[config.mk]
export PLATFORM = sky130hd
export DESIGN_NAME = cnn_sequencer_flat
export DESIGN_NICKNAME = d
export VERILOG_FILES = /design/src/rtl/cnn_pkg.sv /design/src/rtl/cnn_sequencer_if.sv /design/src/rtl/cnn_sequencer_buf_port_mux.sv /design/src/rtl/cnn_sequencer.sv /design/src/flat_wrapper.sv
export SDC_FILE = /design/constraint.sdc
export NUM_CORES = 1
export LEC_CHECK = 0
export ABC_AREA = 1
export CORE_UTILIZATION = 23
export CTS_CLUSTER_SIZE = 28
export DETAILED_ROUTE_END_ITERATION = 6
export GPL_ROUTABILITY_DRIVEN = 0
export GPL_TIMING_DRIVEN = 0
export PLACE_DENSITY_LB_ADDON = 0.3
export SLEW_MARGIN = 20
export SYNTH_ARGS = -nofsm -noshare
export SYNTH_HDL_FRONTEND = slang
export SYNTH_SLANG_ARGS = --single-unit
[constraint.sdc]
create_clock -name clk -period 2.1 [get_ports clk]
set_input_delay 0.42 -clock clk [delete_from_list [all_inputs] [get_ports clk]]
set_output_delay 0.42 -clock clk [all_outputs]
set_load 0.05 [all_outputs]
[src/rtl/cnn_pkg.sv]
// cnn_pkg: shared sequencer state codes and buffer address-width helper.
package cnn_pkg;

    localparam int STAGE_W = 3;

    typedef enum logic [STAGE_W-1:0] {
        S_IDLE   = 3'd0,
        S_CONV   = 3'd1,
        S_RELU   = 3'd2,
        S_POOL   = 3'd3,
        S_DENSE  = 3'd4,
        S_FINISH = 3'd5,
        S_ERROR  = 3'd6
    } seq_state_t;

    function automatic int calc_aw(input int ch, input int sz);
        return $clog2(ch * sz * sz);
    endfunction

endpackage

[src/rtl/cnn_sequencer_if.sv]
// cnn_seq_if: run control, per-stage handshakes, conv-buffer ports and requester bundles.
interface cnn_seq_if
    import cnn_pkg::*;
#(
    parameter int DATA_WIDTH = 16,
    parameter int CHANNELS   = 8,
    parameter int IMG_SIZE   = 28,
    parameter int AW         = calc_aw(CHANNELS, IMG_SIZE)
);
    logic                         start, done, busy, err;
    logic [STAGE_W-1:0]           stage;
    logic                         conv_start, relu_start, pool_start, dense_start;
    logic                         conv_done, relu_done, pool_done, dense_done;
    logic [AW-1:0]                buf_r_addr, buf_w_addr;
    logic                         buf_r_en, buf_w_en, buf_w_we;
    logic signed [DATA_WIDTH-1:0] buf_w_d;
    logic [AW-1:0]                conv_w_addr, relu_r_addr, relu_w_addr, pool_r_addr;
    logic                         conv_w_en, conv_w_we, relu_r_en, relu_w_en, relu_w_we, pool_r_en;
    logic signed [DATA_WIDTH-1:0] conv_w_d, relu_w_d;

    modport slave (
        input  start, conv_done, relu_done, pool_done, dense_done,
               conv_w_addr, conv_w_en, conv_w_we, conv_w_d,
               relu_r_addr, relu_r_en, relu_w_addr, relu_w_en, relu_w_we, relu_w_d,
               pool_r_addr, pool_r_en,
        output done, busy, err, stage, conv_start, relu_start, pool_start, dense_start,
               buf_r_addr, buf_r_en, buf_w_addr, buf_w_en, buf_w_we, buf_w_d
    );

    modport master (
        output start, conv_done, relu_done, pool_done, dense_done,
               conv_w_addr, conv_w_en, conv_w_we, conv_w_d,
               relu_r_addr, relu_r_en, relu_w_addr, relu_w_en, relu_w_we, relu_w_d,
               pool_r_addr, pool_r_en,
        input  done, busy, err, stage, conv_start, relu_start, pool_start, dense_start,
               buf_r_addr, buf_r_en, buf_w_addr, buf_w_en, buf_w_we, buf_w_d
    );

endinterface

[src/rtl/cnn_sequencer_buf_port_mux.sv]
// buf_port_mux: grants the conv-buffer read/write ports to the requester owned by the current state.
module buf_port_mux
    import cnn_pkg::*;
#(
    parameter int DATA_WIDTH = 16,
    parameter int AW         = 13
) (
    input  seq_state_t                   state_i,
    input  logic [AW-1:0]                conv_w_addr_i,
    input  logic                         conv_w_en_i,
    input  logic                         conv_w_we_i,
    input  logic signed [DATA_WIDTH-1:0] conv_w_d_i,
    input  logic [AW-1:0]                relu_r_addr_i,
    input  logic                         relu_r_en_i,
    input  logic [AW-1:0]                relu_w_addr_i,
    input  logic                         relu_w_en_i,
    input  logic                         relu_w_we_i,
    input  logic signed [DATA_WIDTH-1:0] relu_w_d_i,
    input  logic [AW-1:0]                pool_r_addr_i,
    input  logic                         pool_r_en_i,
    output logic [AW-1:0]                buf_r_addr_o,
    output logic                         buf_r_en_o,
    output logic [AW-1:0]                buf_w_addr_o,
    output logic                         buf_w_en_o,
    output logic                         buf_w_we_o,
    output logic signed [DATA_WIDTH-1:0] buf_w_d_o
);
    logic conv, relu, pool;

    assign conv = state_i == S_CONV;
    assign relu = state_i == S_RELU;
    assign pool = state_i == S_POOL;

    always_comb begin
        buf_r_addr_o = relu ? relu_r_addr_i : pool ? pool_r_addr_i : '0;
        buf_r_en_o   = relu ? relu_r_en_i   : pool ? pool_r_en_i   : 1'b0;
        buf_w_addr_o = conv ? conv_w_addr_i : relu ? relu_w_addr_i : '0;
        buf_w_en_o   = conv ? conv_w_en_i   : relu ? relu_w_en_i   : 1'b0;
        buf_w_we_o   = conv ? conv_w_we_i   : relu ? relu_w_we_i   : 1'b0;
        buf_w_d_o    = conv ? conv_w_d_i    : relu ? relu_w_d_i    : '0;
    end

endmodule

[src/rtl/cnn_sequencer.sv]
// cnn_sequencer: CONV->RELU->POOL->DENSE run sequencer with conv-buffer port routing.
// Define CNN_SEQ_WATCHDOG_EN to add the per-stage TIMEOUT watchdog and ERROR state.
module cnn_sequencer
    import cnn_pkg::*;
#(
    parameter int DATA_WIDTH = 16,
    parameter int CHANNELS   = 8,
    parameter int IMG_SIZE   = 28,
    parameter int TIMEOUT    = 65535
) (
    input logic      clk,
    input logic      reset_n,
    cnn_seq_if.slave bus
);
    localparam int AW = calc_aw(CHANNELS, IMG_SIZE);

    seq_state_t state_q, state_d;
    logic       entry_q, in_stage, stg_done, timeout;

    assign in_stage = state_q inside {[S_CONV:S_DENSE]};

    // a stage's done is only honoured after its start cycle
    assign stg_done = !entry_q && ((state_q == S_CONV  && bus.conv_done)
                                || (state_q == S_RELU  && bus.relu_done)
                                || (state_q == S_POOL  && bus.pool_done)
                                || (state_q == S_DENSE && bus.dense_done));

`ifdef CNN_SEQ_WATCHDOG_EN
    localparam int CW = $clog2(TIMEOUT + 1);
    logic [CW-1:0] cnt_q, cnt_d;

    assign timeout = in_stage && !stg_done && cnt_q == CW'(TIMEOUT - 1);
    assign cnt_d   = (in_stage && state_d == state_q) ? cnt_q + CW'(1) : '0;

    always_ff @(posedge clk or negedge reset_n) begin
        if (!reset_n) cnt_q <= '0;
        else          cnt_q <= cnt_d;
    end

    assign bus.err = state_q == S_ERROR;
`else
    assign timeout = 1'b0;
    assign bus.err = TIMEOUT < 0;
`endif

    always_comb begin
        state_d = state_q;
        case (state_q)
            S_IDLE, S_ERROR: state_d = bus.start ? S_CONV : state_q;
            S_FINISH:        state_d = S_IDLE;
            default:         state_d = stg_done ? seq_state_t'(state_q + 3'd1) : timeout ? S_ERROR : state_q;
        endcase
    end

    always_ff @(posedge clk or negedge reset_n) begin
        if (!reset_n) begin
            state_q <= S_IDLE;
            entry_q <= 1'b0;
        end else begin
            state_q <= state_d;
            entry_q <= state_d != state_q;
        end
    end

    assign bus.stage       = state_q;
    assign bus.busy        = state_q inside {[S_CONV:S_FINISH]};
    assign bus.done        = state_q == S_FINISH;
    assign bus.conv_start  = entry_q && state_q == S_CONV;
    assign bus.relu_start  = entry_q && state_q == S_RELU;
    assign bus.pool_start  = entry_q && state_q == S_POOL;
    assign bus.dense_start = entry_q && state_q == S_DENSE;

    buf_port_mux #(.DATA_WIDTH(DATA_WIDTH), .AW(AW)) u_mux (
        .state_i       (state_q),
        .conv_w_addr_i (bus.conv_w_addr),
        .conv_w_en_i   (bus.conv_w_en),
        .conv_w_we_i   (bus.conv_w_we),
        .conv_w_d_i    (bus.conv_w_d),
        .relu_r_addr_i (bus.relu_r_addr),
        .relu_r_en_i   (bus.relu_r_en),
        .relu_w_addr_i (bus.relu_w_addr),
        .relu_w_en_i   (bus.relu_w_en),
        .relu_w_we_i   (bus.relu_w_we),
        .relu_w_d_i    (bus.relu_w_d),
        .pool_r_addr_i (bus.pool_r_addr),
        .pool_r_en_i   (bus.pool_r_en),
        .buf_r_addr_o  (bus.buf_r_addr),
        .buf_r_en_o    (bus.buf_r_en),
        .buf_w_addr_o  (bus.buf_w_addr),
        .buf_w_en_o    (bus.buf_w_en),
        .buf_w_we_o    (bus.buf_w_we),
        .buf_w_d_o     (bus.buf_w_d)
    );

endmodule

[src/flat_wrapper.sv]
// flat-port wrapper written by rule: the top's interface ports become plain ports
module cnn_sequencer_flat import cnn_pkg::*;
#(
    parameter int DATA_WIDTH = 16,
    parameter int CHANNELS   = 8,
    parameter int IMG_SIZE   = 28,
    parameter int TIMEOUT    = 65535
)
  (clk, reset_n, bus_start, bus_conv_done, bus_relu_done, bus_pool_done, bus_dense_done, bus_conv_w_addr, bus_conv_w_en, bus_conv_w_we, bus_conv_w_d, bus_relu_r_addr, bus_relu_r_en, bus_relu_w_addr, bus_relu_w_en, bus_relu_w_we, bus_relu_w_d, bus_pool_r_addr, bus_pool_r_en, bus_done, bus_busy, bus_err, bus_stage, bus_conv_start, bus_relu_start, bus_pool_start, bus_dense_start, bus_buf_r_addr, bus_buf_r_en, bus_buf_w_addr, bus_buf_w_en, bus_buf_w_we, bus_buf_w_d);
  cnn_seq_if #(.DATA_WIDTH(DATA_WIDTH), .CHANNELS(CHANNELS), .IMG_SIZE(IMG_SIZE)) bus_i ();
  input logic clk;
  input logic reset_n;
  input wire logic [$bits(bus_i.start)-1:0] bus_start;
  input wire logic [$bits(bus_i.conv_done)-1:0] bus_conv_done;
  input wire logic [$bits(bus_i.relu_done)-1:0] bus_relu_done;
  input wire logic [$bits(bus_i.pool_done)-1:0] bus_pool_done;
  input wire logic [$bits(bus_i.dense_done)-1:0] bus_dense_done;
  input wire logic [$bits(bus_i.conv_w_addr)-1:0] bus_conv_w_addr;
  input wire logic [$bits(bus_i.conv_w_en)-1:0] bus_conv_w_en;
  input wire logic [$bits(bus_i.conv_w_we)-1:0] bus_conv_w_we;
  input wire logic [$bits(bus_i.conv_w_d)-1:0] bus_conv_w_d;
  input wire logic [$bits(bus_i.relu_r_addr)-1:0] bus_relu_r_addr;
  input wire logic [$bits(bus_i.relu_r_en)-1:0] bus_relu_r_en;
  input wire logic [$bits(bus_i.relu_w_addr)-1:0] bus_relu_w_addr;
  input wire logic [$bits(bus_i.relu_w_en)-1:0] bus_relu_w_en;
  input wire logic [$bits(bus_i.relu_w_we)-1:0] bus_relu_w_we;
  input wire logic [$bits(bus_i.relu_w_d)-1:0] bus_relu_w_d;
  input wire logic [$bits(bus_i.pool_r_addr)-1:0] bus_pool_r_addr;
  input wire logic [$bits(bus_i.pool_r_en)-1:0] bus_pool_r_en;
  output wire logic [$bits(bus_i.done)-1:0] bus_done;
  output wire logic [$bits(bus_i.busy)-1:0] bus_busy;
  output wire logic [$bits(bus_i.err)-1:0] bus_err;
  output wire logic [$bits(bus_i.stage)-1:0] bus_stage;
  output wire logic [$bits(bus_i.conv_start)-1:0] bus_conv_start;
  output wire logic [$bits(bus_i.relu_start)-1:0] bus_relu_start;
  output wire logic [$bits(bus_i.pool_start)-1:0] bus_pool_start;
  output wire logic [$bits(bus_i.dense_start)-1:0] bus_dense_start;
  output wire logic [$bits(bus_i.buf_r_addr)-1:0] bus_buf_r_addr;
  output wire logic [$bits(bus_i.buf_r_en)-1:0] bus_buf_r_en;
  output wire logic [$bits(bus_i.buf_w_addr)-1:0] bus_buf_w_addr;
  output wire logic [$bits(bus_i.buf_w_en)-1:0] bus_buf_w_en;
  output wire logic [$bits(bus_i.buf_w_we)-1:0] bus_buf_w_we;
  output wire logic [$bits(bus_i.buf_w_d)-1:0] bus_buf_w_d;
  assign bus_i.start = bus_start;
  assign bus_i.conv_done = bus_conv_done;
  assign bus_i.relu_done = bus_relu_done;
  assign bus_i.pool_done = bus_pool_done;
  assign bus_i.dense_done = bus_dense_done;
  assign bus_i.conv_w_addr = bus_conv_w_addr;
  assign bus_i.conv_w_en = bus_conv_w_en;
  assign bus_i.conv_w_we = bus_conv_w_we;
  assign bus_i.conv_w_d = bus_conv_w_d;
  assign bus_i.relu_r_addr = bus_relu_r_addr;
  assign bus_i.relu_r_en = bus_relu_r_en;
  assign bus_i.relu_w_addr = bus_relu_w_addr;
  assign bus_i.relu_w_en = bus_relu_w_en;
  assign bus_i.relu_w_we = bus_relu_w_we;
  assign bus_i.relu_w_d = bus_relu_w_d;
  assign bus_i.pool_r_addr = bus_pool_r_addr;
  assign bus_i.pool_r_en = bus_pool_r_en;
  assign bus_done = bus_i.done;
  assign bus_busy = bus_i.busy;
  assign bus_err = bus_i.err;
  assign bus_stage = bus_i.stage;
  assign bus_conv_start = bus_i.conv_start;
  assign bus_relu_start = bus_i.relu_start;
  assign bus_pool_start = bus_i.pool_start;
  assign bus_dense_start = bus_i.dense_start;
  assign bus_buf_r_addr = bus_i.buf_r_addr;
  assign bus_buf_r_en = bus_i.buf_r_en;
  assign bus_buf_w_addr = bus_i.buf_w_addr;
  assign bus_buf_w_en = bus_i.buf_w_en;
  assign bus_buf_w_we = bus_i.buf_w_we;
  assign bus_buf_w_d = bus_i.buf_w_d;
  cnn_sequencer #(.DATA_WIDTH(DATA_WIDTH), .CHANNELS(CHANNELS), .IMG_SIZE(IMG_SIZE), .TIMEOUT(TIMEOUT)) u_core (.clk(clk), .reset_n(reset_n), .bus(bus_i));
endmodule
==> results.json <==
{
  "crit_slowest_cell": "dfrtp_2",
  "layout-drive-gt1-share_pct": 51.9,
  "first_pass_iters": 4,
  "wire_per_inst_um": 16.9,
  "drv_cap": 0,
  "crit_top_cell": "buf_8",
  "required_ps": 1680,
  "cp-endpoint": "bus_buf_r_addr[3]",
  "yosys-top-cells-area": "nand2_1 24%, nand3_1 23%, dfrtp_1 8.5%",
  "slew_viol_final": 0,
  "muxShareOfSynthArea_pct": 0,
  "clk_pin_slew_ps": 30,
  "synth_top_area_cell": "nand2_1",
  "final_antenna_net_count": 0,
  "ys_seq_elements": 4,
  "ys_seq_area_share_pct": 8.48,
  "worst_slew_pin_slew_ps": 513,
  "die_y_um": 73.6,
  "yosys.area.top_type_share_pct": 23.5,
  "synth_top_family_by_area": "simple AND/OR/NAND/NOR gates",
  "core-area_sq_um": 4820,
  "drt_iter0_drc": 68,
  "outcome": "finished with violations",
  "placed_area_sq_um": 3260,
  "vias": 2350,
  "portBuffers": 150,
  "syn_area_per_cell_sq_um": 5.27,
  "critical_path.max_stage_delay_ps": 440,
  "grt_pass1_vias": 1935,
  "cts-root-buf": "clkbuf_8",
  "fp.dieW_um": 73.6,
  "critPathLaunch": "u_core.bus.stage[2]",
  "reg2reg_slack_ps": 190,
  "rsz0062_at_grt": "yes",
  "peakVddDrop_mv": 0.902,
  "htree_levels": 1,
  "hold_class": "primary input to async pin",
  "antenna_found_initial": 0,
  "postCtsHoldBufs": 0,
  "cts_made_buffers": 3,
  "criticalPathCategory": "register to output pin",
  "synth.net_count": 326,
  "cts.sinks": 4,
  "synth-simple-area-share_pct": 56.0,
  "post-route-period-util_pct": 101,
  "setup_viol": 3,
  "synth-compound-area-share_pct": 16.2,
  "path_max_fanout": 5,
  "p_per_area_nw_per_um2": 1280,
  "grt_pass1_wl_um": 9010,
  "diodes": 0,
  "synthesis.instances": 224,
  "dieArea_sq_um": 5420,
  "yosys_warnings": 0,
  "overflow": 0,
  "slew-limit-headroom_pct": 65.7,
  "violations": "negative setup slack",
  "path_cells": "clkinv_4, buf_8, buf_8, ha_4, clkbuf_16, nand3_2, nand2_4, buf_8",
  "fin_ws_ps": -17.3,
  "synth_adder_area_share_pct": 5.30,
  "cp-start-kind": "register",
  "initial_core_util_pct": 24.5,
  "hpwl_um": 4850,
  "regToRegStartpoint": "u_core.bus.stage[2]",
  "synthXorXnorAreaFrac_pct": 0,
  "place_ws_ps": -779,
  "clk_latency_ps": 220,
  "cts_buffer_depth": 2,
  "final_area_sq_um": 3940,
  "wl_um": 7900,
  "nets": 502,
  "via_per_inst": 5.04,
  "clock_skew_ps": 0.143,
  "max_freq_mhz": 472,
  "cts_tree": "done",
  "rows": 25,
  "grt_max_degree": 11,
  "gr-usage-all-layers_pct": 21.1,
  "worst_r2r_path_depth": 14,
  "period_needed_ps": 2120,
  "end_kind": "output pin",
  "critical_path_arrival_ps": 1700,
  "areaGrowthSynthToFinish_pct": 234,
  "r2r_end": "u_core.entry_q",
  "drc": 0,
  "hold_viol": 0,
  "p_leak_nw": 1.69,
  "synth.cell_area_sq_um": 1180,
  "synth_cell_types": 23,
  "io_pins": 152
}
cells in the final DEF, fill, tap and decap left out, types with 2 or more instances in the layout:
master / count
nor2_4: 2
clkbuf_8: 3
o21ai_1: 2
inv_2: 2
clkinv_8: 2
buf_6: 36
nand2_2: 28
ha_4: 3
nand2_1: 37
buf_8: 20
o21ai_2: 16
clkbuf_16: 8
buf_12: 4
clkdlybuf4s50_1: 99
dfrtp_2: 3
inv_1: 7
nand3_1: 41
buf_2: 7
o21ai_4: 17
nand2_4: 13
nand3_2: 17
buf_4: 17
cell families (layout without fill, tap and decap cells):
kind of cell | after synthesis | count (layout)
AO/OA/AOI/OAI | 36 | 36
adder cells (fa/ha/maj) | 5 | 5
buffers and inverters | 35 | 210
flip-flops | 4 | 4
other | 1 | 1
AND/OR/NAND/NOR | 143 | 143
where the power goes:
group	total (mW)	leakage (nW)	internal, mW	switching [mW]
clock network	0.176	0.0228	0.130	0.0455
registers	0.159	0.0450	0.111	0.0483
logic	4.71	1.62	1.92	2.79
total	5.05	1.69	2.16	2.88
stage by stage:
stage / hold slack (ps) / utilization (%) / power, mW / cells / TNS (ps)
3_3_place_gp: 625 / 67.6 / 3.82 / 441 / -31070
2_1_floorplan: 124 / - / 2.79 / 224 / -2160
3_5_place_dp: 627 / 67.6 / 3.86 / 441 / -32240
6_report: 401 / 81.7 / 5.05 / 466 / -33.9
5_1_grt: 416 / 81.7 / 5.27 / 466 / -886
4_1_cts: 404 / 71.4 / 4.27 / 451 / -70.7
area by class of cell:
class,count,area [sq um]
Tap cell,67,83.8
Clock buffer,4,45.0
Timing Repair Buffer,173,1860
Sequential cell,4,104
Fill cell,277,882
Multi-Input combinational cell,185,1470
Inverter,14,88.8
Buffer,19,284
critical path: cells and delay by family (launching register included):
kind,cells,cell delay [ps]
adder cells (fa/ha/maj),1,180
AND/OR/NAND/NOR,2,230
buffers and inverters,5,610
flip-flops,1,440
worst min path at each step:
| stage | to | slack (ps) | cells after the start | from |
|---|---|---|---|---|
| 5_1_grt | u_core.bus.stage[0] | 420 | 1 | reset_n |
| 4_1_cts | u_core.bus.stage[0] | 400 | 1 | reset_n |
| 6_report | u_core.entry_q | 400 | 1 | reset_n |
| 2_1_floorplan | u_core.bus.stage[0] | 120 | 0 | reset_n |
| 3_3_place_gp | u_core.bus.stage[0] | 620 | 2 | u_core.bus.stage[0] |
| 3_5_place_dp | u_core.entry_q | 630 | 1 | reset_n |
layer usage:
metal  vias to the layer above  GRT usage [%]  part of all wire, %
met3                        21           4.94                  9.0
met5                         -              0                    0
met4                         0           5.56                  2.6
met2                       138           40.0                   53
met1                      1095           23.3                   35
li1                       1096              -                    -
flip-flops by register name (all words and copies together) (netlist names):
register	cells
u_core.bus.stage	3
u_core.entry_q	1
synthesized netlist by cell type (all sizes together):
cell type / instances
dfrtp: 4
inv: 14
buf: 16
ha: 5
conb: 1
nor3: 2
nor2: 2
nand3: 59
nand4: 1
nand2: 79
clkbuf: 5
o21ai: 36
timing repair:
action,4_1_cts,5_1_grt
resized for setup,352,97
endpoints found under the setup margin,51,50
pin swaps,1,10
buffers inserted,7,9
cloned,1,6
(Power assumes the default switching activity.)
